[config.mk]
export PLATFORM = sky130hd
export DESIGN_NAME = decode_stage
export DESIGN_NICKNAME = d
export VERILOG_FILES = /design/src/rtl/decode_stage.sv
export SDC_FILE = /design/constraint.sdc
export NUM_CORES = 1
export LEC_CHECK = 0
export CORE_ASPECT_RATIO = 1.5
export CORE_MARGIN = 4
export CORE_UTILIZATION = 40
export CTS_BUF_LIST = sky130_fd_sc_hd__clkbuf_4 sky130_fd_sc_hd__clkbuf_8
export CTS_CLUSTER_SIZE = 16
export DETAILED_ROUTE_END_ITERATION = 8
export PLACE_DENSITY = 0.77
export SKIP_LAST_GASP = 1
export SYNTH_ARGS = -nofsm -noshare
export SYNTH_HDL_FRONTEND = slang
export SYNTH_SLANG_ARGS = --single-unit
[constraint.sdc]
create_clock -name Clk -period 1.82 [get_ports Clk]
set_input_delay 0.182 -clock Clk [delete_from_list [all_inputs] [get_ports Clk]]
set_output_delay 0.182 -clock Clk [all_outputs]
set_load 0.02 [all_outputs]
[src/rtl/decode_stage.sv]
// ID stage: IF/ID register, decoder, load-use hazard stall and ID/EX register.
// Unknown opcodes are either dropped as bubbles or issued with no control set.
package decode_stage_pkg;
  typedef struct packed {
    logic [31:0] instr;
    logic [31:0] pcPlus4;
    logic        valid;
  } if_id_t;

  typedef struct packed {
    logic        valid;
    logic        regWrite;
    logic        memRead;
    logic        memWrite;
    logic        memToReg;
    logic        aluSrc;
    logic        regDst;
    logic        branch;
    logic [1:0]  aluOp;
    logic [31:0] rd1;
    logic [31:0] rd2;
    logic [31:0] imm;
    logic [31:0] pcPlus4;
    logic [4:0]  rs;
    logic [4:0]  rt;
    logic [4:0]  rd;
    logic [5:0]  funct;
  } id_ex_t;
endpackage

module decode_stage
  import decode_stage_pkg::*;
#(
  parameter bit ILLEGAL_AS_NOP = 1'b1
) (
  input  logic        Clk,
  input  logic        Rst_n,
  input  logic [31:0] Instruction,
  input  logic [31:0] PCPlus4,
  input  logic        IFValid,
  input  logic        Flush,
  output logic [4:0]  ReadRegister1,
  output logic [4:0]  ReadRegister2,
  input  logic [31:0] ReadData1,
  input  logic [31:0] ReadData2,
  output logic        Stall,
  output logic        EXValid,
  output logic        EXRegWrite,
  output logic        EXMemRead,
  output logic        EXMemWrite,
  output logic        EXMemToReg,
  output logic        EXALUSrc,
  output logic        EXRegDst,
  output logic        EXBranch,
  output logic [1:0]  EXALUOp,
  output logic [31:0] EXReadData1,
  output logic [31:0] EXReadData2,
  output logic [31:0] EXImm,
  output logic [31:0] EXPCPlus4,
  output logic [4:0]  EXRs,
  output logic [4:0]  EXRt,
  output logic [4:0]  EXRd,
  output logic [5:0]  EXFunct,
  output logic        IllegalOp
);

  if_id_t ifId;
  id_ex_t idEx;
  id_ex_t idExNext;

  logic [5:0] op;
  logic [4:0] rs;
  logic [4:0] rt;
  logic isR, isLw, isSw, isBeq, isAddi;
  logic illegal;
  logic usesRt;
  logic bubble;

  assign op      = ifId.instr[31:26];
  assign rs      = ifId.instr[25:21];
  assign rt      = ifId.instr[20:16];
  assign isR     = (op == 6'h00);
  assign isLw    = (op == 6'h23);
  assign isSw    = (op == 6'h2B);
  assign isBeq   = (op == 6'h04);
  assign isAddi  = (op == 6'h08);
  assign illegal = !(isR | isLw | isSw | isBeq | isAddi);
  assign usesRt  = isR | isSw | isBeq;

  assign ReadRegister1 = rs;
  assign ReadRegister2 = rt;

  // rt only counts as a source for ops that actually read it
  assign Stall = !Flush && ifId.valid && idEx.valid &&
                 idEx.memRead && (idEx.rt != 5'd0) &&
                 ((idEx.rt == rs) || ((idEx.rt == rt) && usesRt));

  assign bubble = Flush || Stall || !ifId.valid ||
                  (illegal && ILLEGAL_AS_NOP);

  always_comb begin
    idExNext         = '0;
    idExNext.rd1     = ReadData1;
    idExNext.rd2     = ReadData2;
    idExNext.imm     = {{16{ifId.instr[15]}}, ifId.instr[15:0]};
    idExNext.pcPlus4 = ifId.pcPlus4;
    idExNext.rs      = rs;
    idExNext.rt      = rt;
    idExNext.rd      = ifId.instr[15:11];
    idExNext.funct   = ifId.instr[5:0];
    if (!bubble) begin
      idExNext.valid = 1'b1;
      unique case (1'b1)
        isR: begin
          idExNext.regWrite = 1'b1;
          idExNext.regDst   = 1'b1;
          idExNext.aluOp    = 2'b10;
        end
        isLw: begin
          idExNext.regWrite = 1'b1;
          idExNext.memRead  = 1'b1;
          idExNext.memToReg = 1'b1;
          idExNext.aluSrc   = 1'b1;
        end
        isSw: begin
          idExNext.memWrite = 1'b1;
          idExNext.aluSrc   = 1'b1;
        end
        isBeq: begin
          idExNext.branch = 1'b1;
          idExNext.aluOp  = 2'b01;
        end
        isAddi: begin
          idExNext.regWrite = 1'b1;
          idExNext.aluSrc   = 1'b1;
        end
        default: ;
      endcase
    end
  end

  always_ff @(posedge Clk or negedge Rst_n) begin
    if (!Rst_n) begin
      ifId <= '0;
    end else if (Flush) begin
      ifId.valid <= 1'b0;
    end else if (!Stall) begin
      ifId.instr   <= Instruction;
      ifId.pcPlus4 <= PCPlus4;
      ifId.valid   <= IFValid;
    end
  end

  always_ff @(posedge Clk or negedge Rst_n) begin
    if (!Rst_n) begin
      idEx      <= '0;
      IllegalOp <= 1'b0;
    end else begin
      idEx      <= idExNext;
      IllegalOp <= ifId.valid && !Flush && !Stall && illegal;
    end
  end

  assign EXValid     = idEx.valid;
  assign EXRegWrite  = idEx.regWrite;
  assign EXMemRead   = idEx.memRead;
  assign EXMemWrite  = idEx.memWrite;
  assign EXMemToReg  = idEx.memToReg;
  assign EXALUSrc    = idEx.aluSrc;
  assign EXRegDst    = idEx.regDst;
  assign EXBranch    = idEx.branch;
  assign EXALUOp     = idEx.aluOp;
  assign EXReadData1 = idEx.rd1;
  assign EXReadData2 = idEx.rd2;
  assign EXImm       = idEx.imm;
  assign EXPCPlus4   = idEx.pcPlus4;
  assign EXRs        = idEx.rs;
  assign EXRt        = idEx.rt;
  assign EXRd        = idEx.rd;
  assign EXFunct     = idEx.funct;

endmodule

==> flow_summary.json, run 1 <==
{
  "finalSetupTns_ps": -21040,
  "start_util_pct": 40.8,
  "dr.pass1.iters": 5,
  "hold_viol": 0,
  "multiInputGateArea_um2": 3680,
  "maxCapViolations": 0,
  "cts_tree": "built",
  "drc_errors": 0,
  "p_comb_share_pct": 25.2,
  "fin_crit_sh_pct": 123,
  "yosysTopAreaCellShare_pct": 55.6,
  "synth_area_um2": 8860,
  "place_inst": 1323,
  "area_growth_syn_to_layout_pct": 50.8,
  "worst_pin_slew_ps": 710,
  "drive_above_1_share_pct": 25.2,
  "ant_nets": 0,
  "start_kind": "flip-flop",
  "grt_pass1_wl_um": 40100,
  "gr-total-overflow": 0,
  "netlist_top_cells_count": "197 x dfrtp_1, 133 x nand2_1, 68 x nor2_1, 65 x a21oi_1, 64 x mux2i_1",
  "fillerInstances": 1750,
  "p_sw_mw": 3.24,
  "syn_nets": 920,
  "place_congestion": 0.805,
  "yosysSeqAreaShare_pct": 55.6,
  "grt_pass1_vias": 7363,
  "fmax_mhz": 448,
  "ys_seq_elements": 197,
  "cp.required_ps": 1640,
  "pwr_density_cell_nw_per_um2": 768,
  "finalNetCount": 1222,
  "seqPwrFrac_pct": 48.7,
  "critPathKind": "reg -> out",
  "die_h_um": 190,
  "arrival_ps": 2050,
  "synth.most_common_cell": "dfrtp_1",
  "violations": "negative setup slack",
  "cts_buffer_depth": 2,
  "endpoint_kind": "primary output",
  "yosys.area.top_type": "dfrtp_1",
  "crit_path_max_fanout": 3,
  "wl_per_cell_um": 19.4,
  "rsz0062_at_grt": "yes",
  "synthArstFlopShare_pct": 100,
  "vias_per_cell": 5.18,
  "fp.coreArea_um2": 21700,
  "final_cells": 1376,
  "path_cells": "or4_4 -> o2111a_4 -> a21boi_4 -> buf_6",
  "p_sw_share_pct": 31.6,
  "io_buffers": 302,
  "rows": 66,
  "synth_ff_type": "dfrtp_1",
  "antenna_found_initial": 1,
  "vdd_drop_max_uv": 411,
  "path_clk_slew_ps": 100,
  "leakage_nw": 6.12,
  "synth_top_cells_by_area": "dfrtp_1 56%, a221oi_2 8.1%, mux2i_1 7.2%",
  "fp.dieArea_um2": 24600,
  "synth-edff-count": 0,
  "period_needed_ps": 2230,
  "max_stage_delay_ps": 530,
  "htree_levels": 4,
  "drt-initial-drc-count": 336,
  "worst_slack_ps": -410,
  "relSlewSlack_pct": 52.6,
  "synth.distinct_cells": 32,
  "root_buffer": "clkbuf_8",
  "hold_path_class": "in -> reg",
  "synthCells": 788,
  "status": "complete, but fails checks",
  "numCtsBuffers": 17,
  "dp_hpwl_um": 17400,
  "fin_skew_ps": 18.4,
  "clk_latency_ps": 480,
  "dr_total_vias": 7126,
  "cp_slowest_cell": "or4_4",
  "regArea_um2": 4930,
  "synth_area_per_cell_um2": 11.2,
  "path_buf_inv": 1,
  "setup_viol": 76,
  "grt_usage_pct": 20.8,
  "drt-total-wl_um": 26600,
  "die_w_um": 130,
  "io_pins": 303,
  "critPathTopFamily": "simple AND/OR/NAND/NOR gates",
  "drv_slew": 0,
  "p_int_mw": 7.03,
  "p_clk_share_pct": 26.1,
  "grt_start_max_net_pins": 52,
  "synth_warnings": 0,
  "clock-sinks": 197
}
[cell usage in the layout, fill, tap and decap left out, drive strengths merged]
cell           instances
clkdlybuf4s50        269
dfrtp                197
nand2                133
buf                   75
nor2                  68
a21oi                 65
mux2i                 64
and2                  64
a221oi                63
dlygate4sd2           25
clkbuf                25
xor2                  10
nor3                   6
dlymetal6s2s           5
inv                    5
clkinv                 5
nor4                   3
nor4b                  3
a21o                   2
clkinvlp               2
o21ai                  2
diode                  1
or3                    1
nand4b                 1
nand3                  1
or4                    1
nor2b                  1
o2111a                 1
a21boi                 1
nor3b                  1
nand4                  1
a31oi                  1
bufbuf                 1
dlygate4sd3            1
[metal layers]
| layer | GRT usage (%) | vias up | part of all wire [%] |
|---|---|---|---|
| li1 | - | 3284 | - |
| met1 | 25.3 | 3562 | 38 |
| met2 | 36.6 | 240 | 54 |
| met3 | 3.45 | 40 | 4.8 |
| met4 | 8.32 | 0 | 2.9 |
| met5 | 0 | - | 0 |
[area by class of cell]
type,count,area share [%]
Tap cell,272,2.55
Timing Repair Buffer,380,30.2
Antenna cell,1,0.0187
Clock inverter,11,0.674
Sequential cell,197,36.9
Multi-Input combinational cell,493,27.6
Inverter,1,0.0281
Clock buffer,21,2.07
[worst register-to-register path, stage by stage, from the launching register on]
cell and delay [ps]:
dfrtp_2 430, or4_4 530, o2111a_4 320, buf_12 160, buf_16 150, and2_4 160, a221oi_2 220, nand2_1 90
[flip-flops by register name (all words and copies together) (netlist names)]
signal	flops
EXRegDst	1
EXMemWrite	1
EXBranch	1
EXMemRead	1
EXPCPlus4	32
EXRt	5
ifId	7
EXImm	16
ReadRegister1	5
IllegalOp	1
EXALUSrc	1
EXRs	5
EXReadData2	32
idExNext	48
EXReadData1	32
ReadRegister2	5
EXValid	1
EXALUOp	2
EXRegWrite	1
[path summary, 6_finish.rpt]
path	slack [ps]	from	cells past startpoint	to
worst min register to register	430	idExNext[40]$_DFFE_PN0P_	0	EXPCPlus4[19]$_DFF_PN0_
worst min-delay path	100	Flush	4	EXRegWrite$_DFF_PN0_
min in group asynchronous	210	Rst_n	2	ReadRegister2[1]$_DFFE_PN0P_
max in group asynchronous	1010	Rst_n	3	EXReadData1[18]$_DFF_PN0_
worst max register to register	-350	EXRt[1]$_DFF_PN0_	7	idExNext[32]$_DFFE_PN0P_
worst max-delay path	-410	EXRt[1]$_DFF_PN0_	4	Stall
[what timing repair did]
action                                  4_1_cts  5_1_grt
endpoints found under the setup margin      110       86
hold buffers                                  1        0
endpoints found under the hold margin       121        0
buffers inserted                              5        3
gates resized for setup                     101       27
cloned                                        8        3
pin swaps                                    41       27
[power groups by stage]
stage | logic, mW | registers [mW] | clock network [mW]
2_1_floorplan | 0.958 | 5.34 | 0
3_3_place_gp | 2.53 | 5.07 | 0
3_5_place_dp | 2.56 | 5.08 | 0
4_1_cts | 2.58 | 5.01 | 2.76
5_1_grt | 2.74 | 5.05 | 2.94
6_report | 2.58 | 5.00 | 2.68
[metrics by stage]
stage	instance area, µm²	power, mW	hold slack, ps	utilization, %	setup WS (ps)
floorplan	8890	6.30	-114	-	-215
detailed placement	12300	7.65	152	56.5	-435
CTS	13100	10.3	11.0	60.5	-475
finish	13400	10.3	98.3	61.5	-410
global placement	12300	7.60	147	56.5	-432
global route	13400	10.7	92.3	61.5	-486
[cell families (layout without fill, tap and decap cells)]
group                  count (synthesis)  count (layout)  synth area share (%)
XOR/XNOR                              10              10                 0.988
flip-flops                           197             197                  55.6
AO/OA/AOI/OAI                        135             135                  13.9
other                                  0               1                     0
multiplexers                          64              64                  7.23
buffers and inverters                 98             413                  6.45
AND/OR/NAND/NOR                      284             284                  15.8
Note: power is estimated with default switching activity, not from simulation.
==> run 2: changes to the inputs <==
- GPL_TIMING_DRIVEN: default -> 0
- SLEW_MARGIN: default -> 20
==> run 2 against run 1 <==
The flow still finishes with violations (negative setup slack). Flip-flop and latch count did not move. Sequential share of layout area is 0.35 points higher. Clock-buffer cell count down 2. Die area stayed put. Non-clock buffer count up 42. Clock skew shrank 6.3 ps. Setup slack got worse by 200 ps. Largest power group unchanged. Highest routed layer is now met5.
==> flow_summary.json, run 2 (synthesized netlist as in run 1, its figures left out) <==
{
  "place_congestion": 0.838,
  "relSlewSlack_pct": 44.4,
  "fmax_mhz": 411,
  "arrival_ps": 2250,
  "path_clk_slew_ps": 100,
  "min_path_cells": 1,
  "hold_slack_ps": 134,
  "maxCapViolations": 0,
  "multiInputGateArea_um2": 3680,
  "grt_pass1_vias": 7602,
  "reg2reg_to": "ReadRegister1[2]$_DFFE_PN0P_",
  "root_buffer": "clkbuf_8",
  "fin_crit_sh_pct": 134,
  "top_layer_used": "met5",
  "worst_slack_ps": -615,
  "start_util_pct": 40.8,
  "crit_path_max_fanout": 3,
  "io_pins": 303,
  "status": "complete, but fails checks",
  "drv_slew": 0,
  "cts_buffer_depth": 2,
  "finalSetupTns_ps": -32700,
  "cp.required_ps": 1640,
  "critPathKind": "reg -> out",
  "final_cell_mix": "266 x clkdlybuf4s50_1, 191 x dfrtp_1, 133 x nand2_1",
  "regArea_um2": 4940,
  "period_needed_ps": 2430,
  "gr-total-overflow": 0,
  "ant_nets": 0,
  "pwr_density_cell_nw_per_um2": 786,
  "finalNetCount": 1264,
  "grt_start_max_net_pins": 74,
  "antenna_found_initial": 3,
  "wl_met3_um": 1390,
  "fp.dieArea_um2": 24600,
  "leakage_nw": 6.09,
  "fin_skew_ps": 12.1,
  "layout.cells.most_common": "clkdlybuf4s50_1",
  "setup_viol": 76,
  "min_from": "ReadData1[21]",
  "route.met2.wl_um": 14300,
  "stdcell_area_um2": 13200,
  "die_w_um": 130,
  "min_to": "EXReadData1[21]$_DFF_PN0_",
  "drc_errors": 0,
  "grt_pass1_wl_um": 40100,
  "rsz0062_at_grt": "yes",
  "vias_per_cell": 5.10,
  "drt-initial-drc-count": 302,
  "fp.coreArea_um2": 21700,
  "wl_per_cell_um": 18.5,
  "htree_levels": 4,
  "postPlaceCellArea_um2": 12300,
  "clk_latency_ps": 480,
  "hold_path_class": "in -> reg",
  "dr_total_vias": 7228,
  "numCtsBuffers": 17,
  "die_h_um": 190,
  "dp_hpwl_um": 18800,
  "final_util_pct": 61.0,
  "area_growth_syn_to_layout_pct": 49.5,
  "grt_usage_pct": 20.8,
  "fillerInstances": 1807,
  "clock-sinks": 197,
  "worst_pin_slew_ps": 833,
  "violations": "negative setup slack",
  "io_buffers": 302,
  "dr.pass1.iters": 4,
  "cts_tree": "built",
  "r2r-start": "EXRt[2]$_DFF_PN0_",
  "drt-total-wl_um": 26200,
  "endpoint_kind": "primary output",
  "largest_register_ff_count": 48,
  "rrSetupSlack_ps": -500,
  "wl_met1_um": 9710,
  "p_total_mw": 10.4,
  "reg2regPathDepth": 8,
  "drive_above_1_share_pct": 24.3,
  "vdd_drop_max_uv": 391,
  "rows": 66,
  "hold_viol": 0,
  "start_kind": "flip-flop"
}
[run 2: changes by cell type in the layout (fill, tap and decap cells not counted), moves of 4 or more]
cell,before,now
buf_1,0,4
buf_2,1,5
and2_1,1,6
and2_4,63,58
clkbuf_1,0,24
buf_4,46,59
buf_12,13,2
dlygate4sd2_1,25,30
nor3_2,5,0
buf_6,3,11
clkbuf_2,0,8
buf_16,8,2
[run 2: per-stage QoR]
step | std cells | worst slack [ps]
2_1_floorplan | 788 | -215
3_3_place_gp | 1362 | -8430
3_5_place_dp | 1364 | -1010
4_1_cts | 1409 | -681
5_1_grt | 1416 | -699
6_report | 1416 | -615
[run 2: cell type report]
type	count	share of cell area [%]
clock buffer	19	1.88
inverter	1	0.0283
clock inverter	11	0.973
antenna	1	0.0189
buffer	97	4.94
tap	272	2.57
sequential	197	37.3
multi-input combinational	493	27.8
timing repair buffer	325	24.6
[run 2: power by group]
part	internal (mW)	leakage [nW]	switching (mW)
Combinational	1.23	3.65	1.36
Sequential	4.75	2.25	0.280
Clock	1.24	0.189	1.54
[run 2: worst max-delay path, cell delays in order (launching register included)]
cell and delay [ps]:
dfrtp_2 430, or4_4 570, o2111a_1 280, buf_6 130, a21boi_4 140, buf_6 120, buf_6 120
[run 2: worst max path at each step]
stage	cells past startpoint	to	startpoint	slack [ps]
finish	6	Stall	EXRt[2]$_DFF_PN0_	-610
global placement	1	EXRt[1]$_DFF_PN0_	Rst_n	-8430
floorplan	7	ReadRegister2[0]$_DFFE_PN0P_	EXRt[2]$_DFF_PN0_	-220
detailed placement	7	Stall	EXRt[0]$_DFF_PN0_	-1010
global route	6	Stall	EXRt[2]$_DFF_PN0_	-700
CTS	6	Stall	EXRt[1]$_DFF_PN0_	-680
[run 2: what timing repair did]
item                                   CTS  global route
setup endpoints to repair              106            80
resized for setup                       98            49
pin swaps                               14            18
hold buffers                             1             0
setup buffers                           14             7
endpoints found under the hold margin   63             0
[run 2: routing by layer]
metal | vias up | GRT usage (%)
li1 | 3366 | -
met1 | 3593 | 23.4
met2 | 218 | 37.6
met3 | 47 | 4.34
met4 | 4 | 8.76
met5 | - | 0
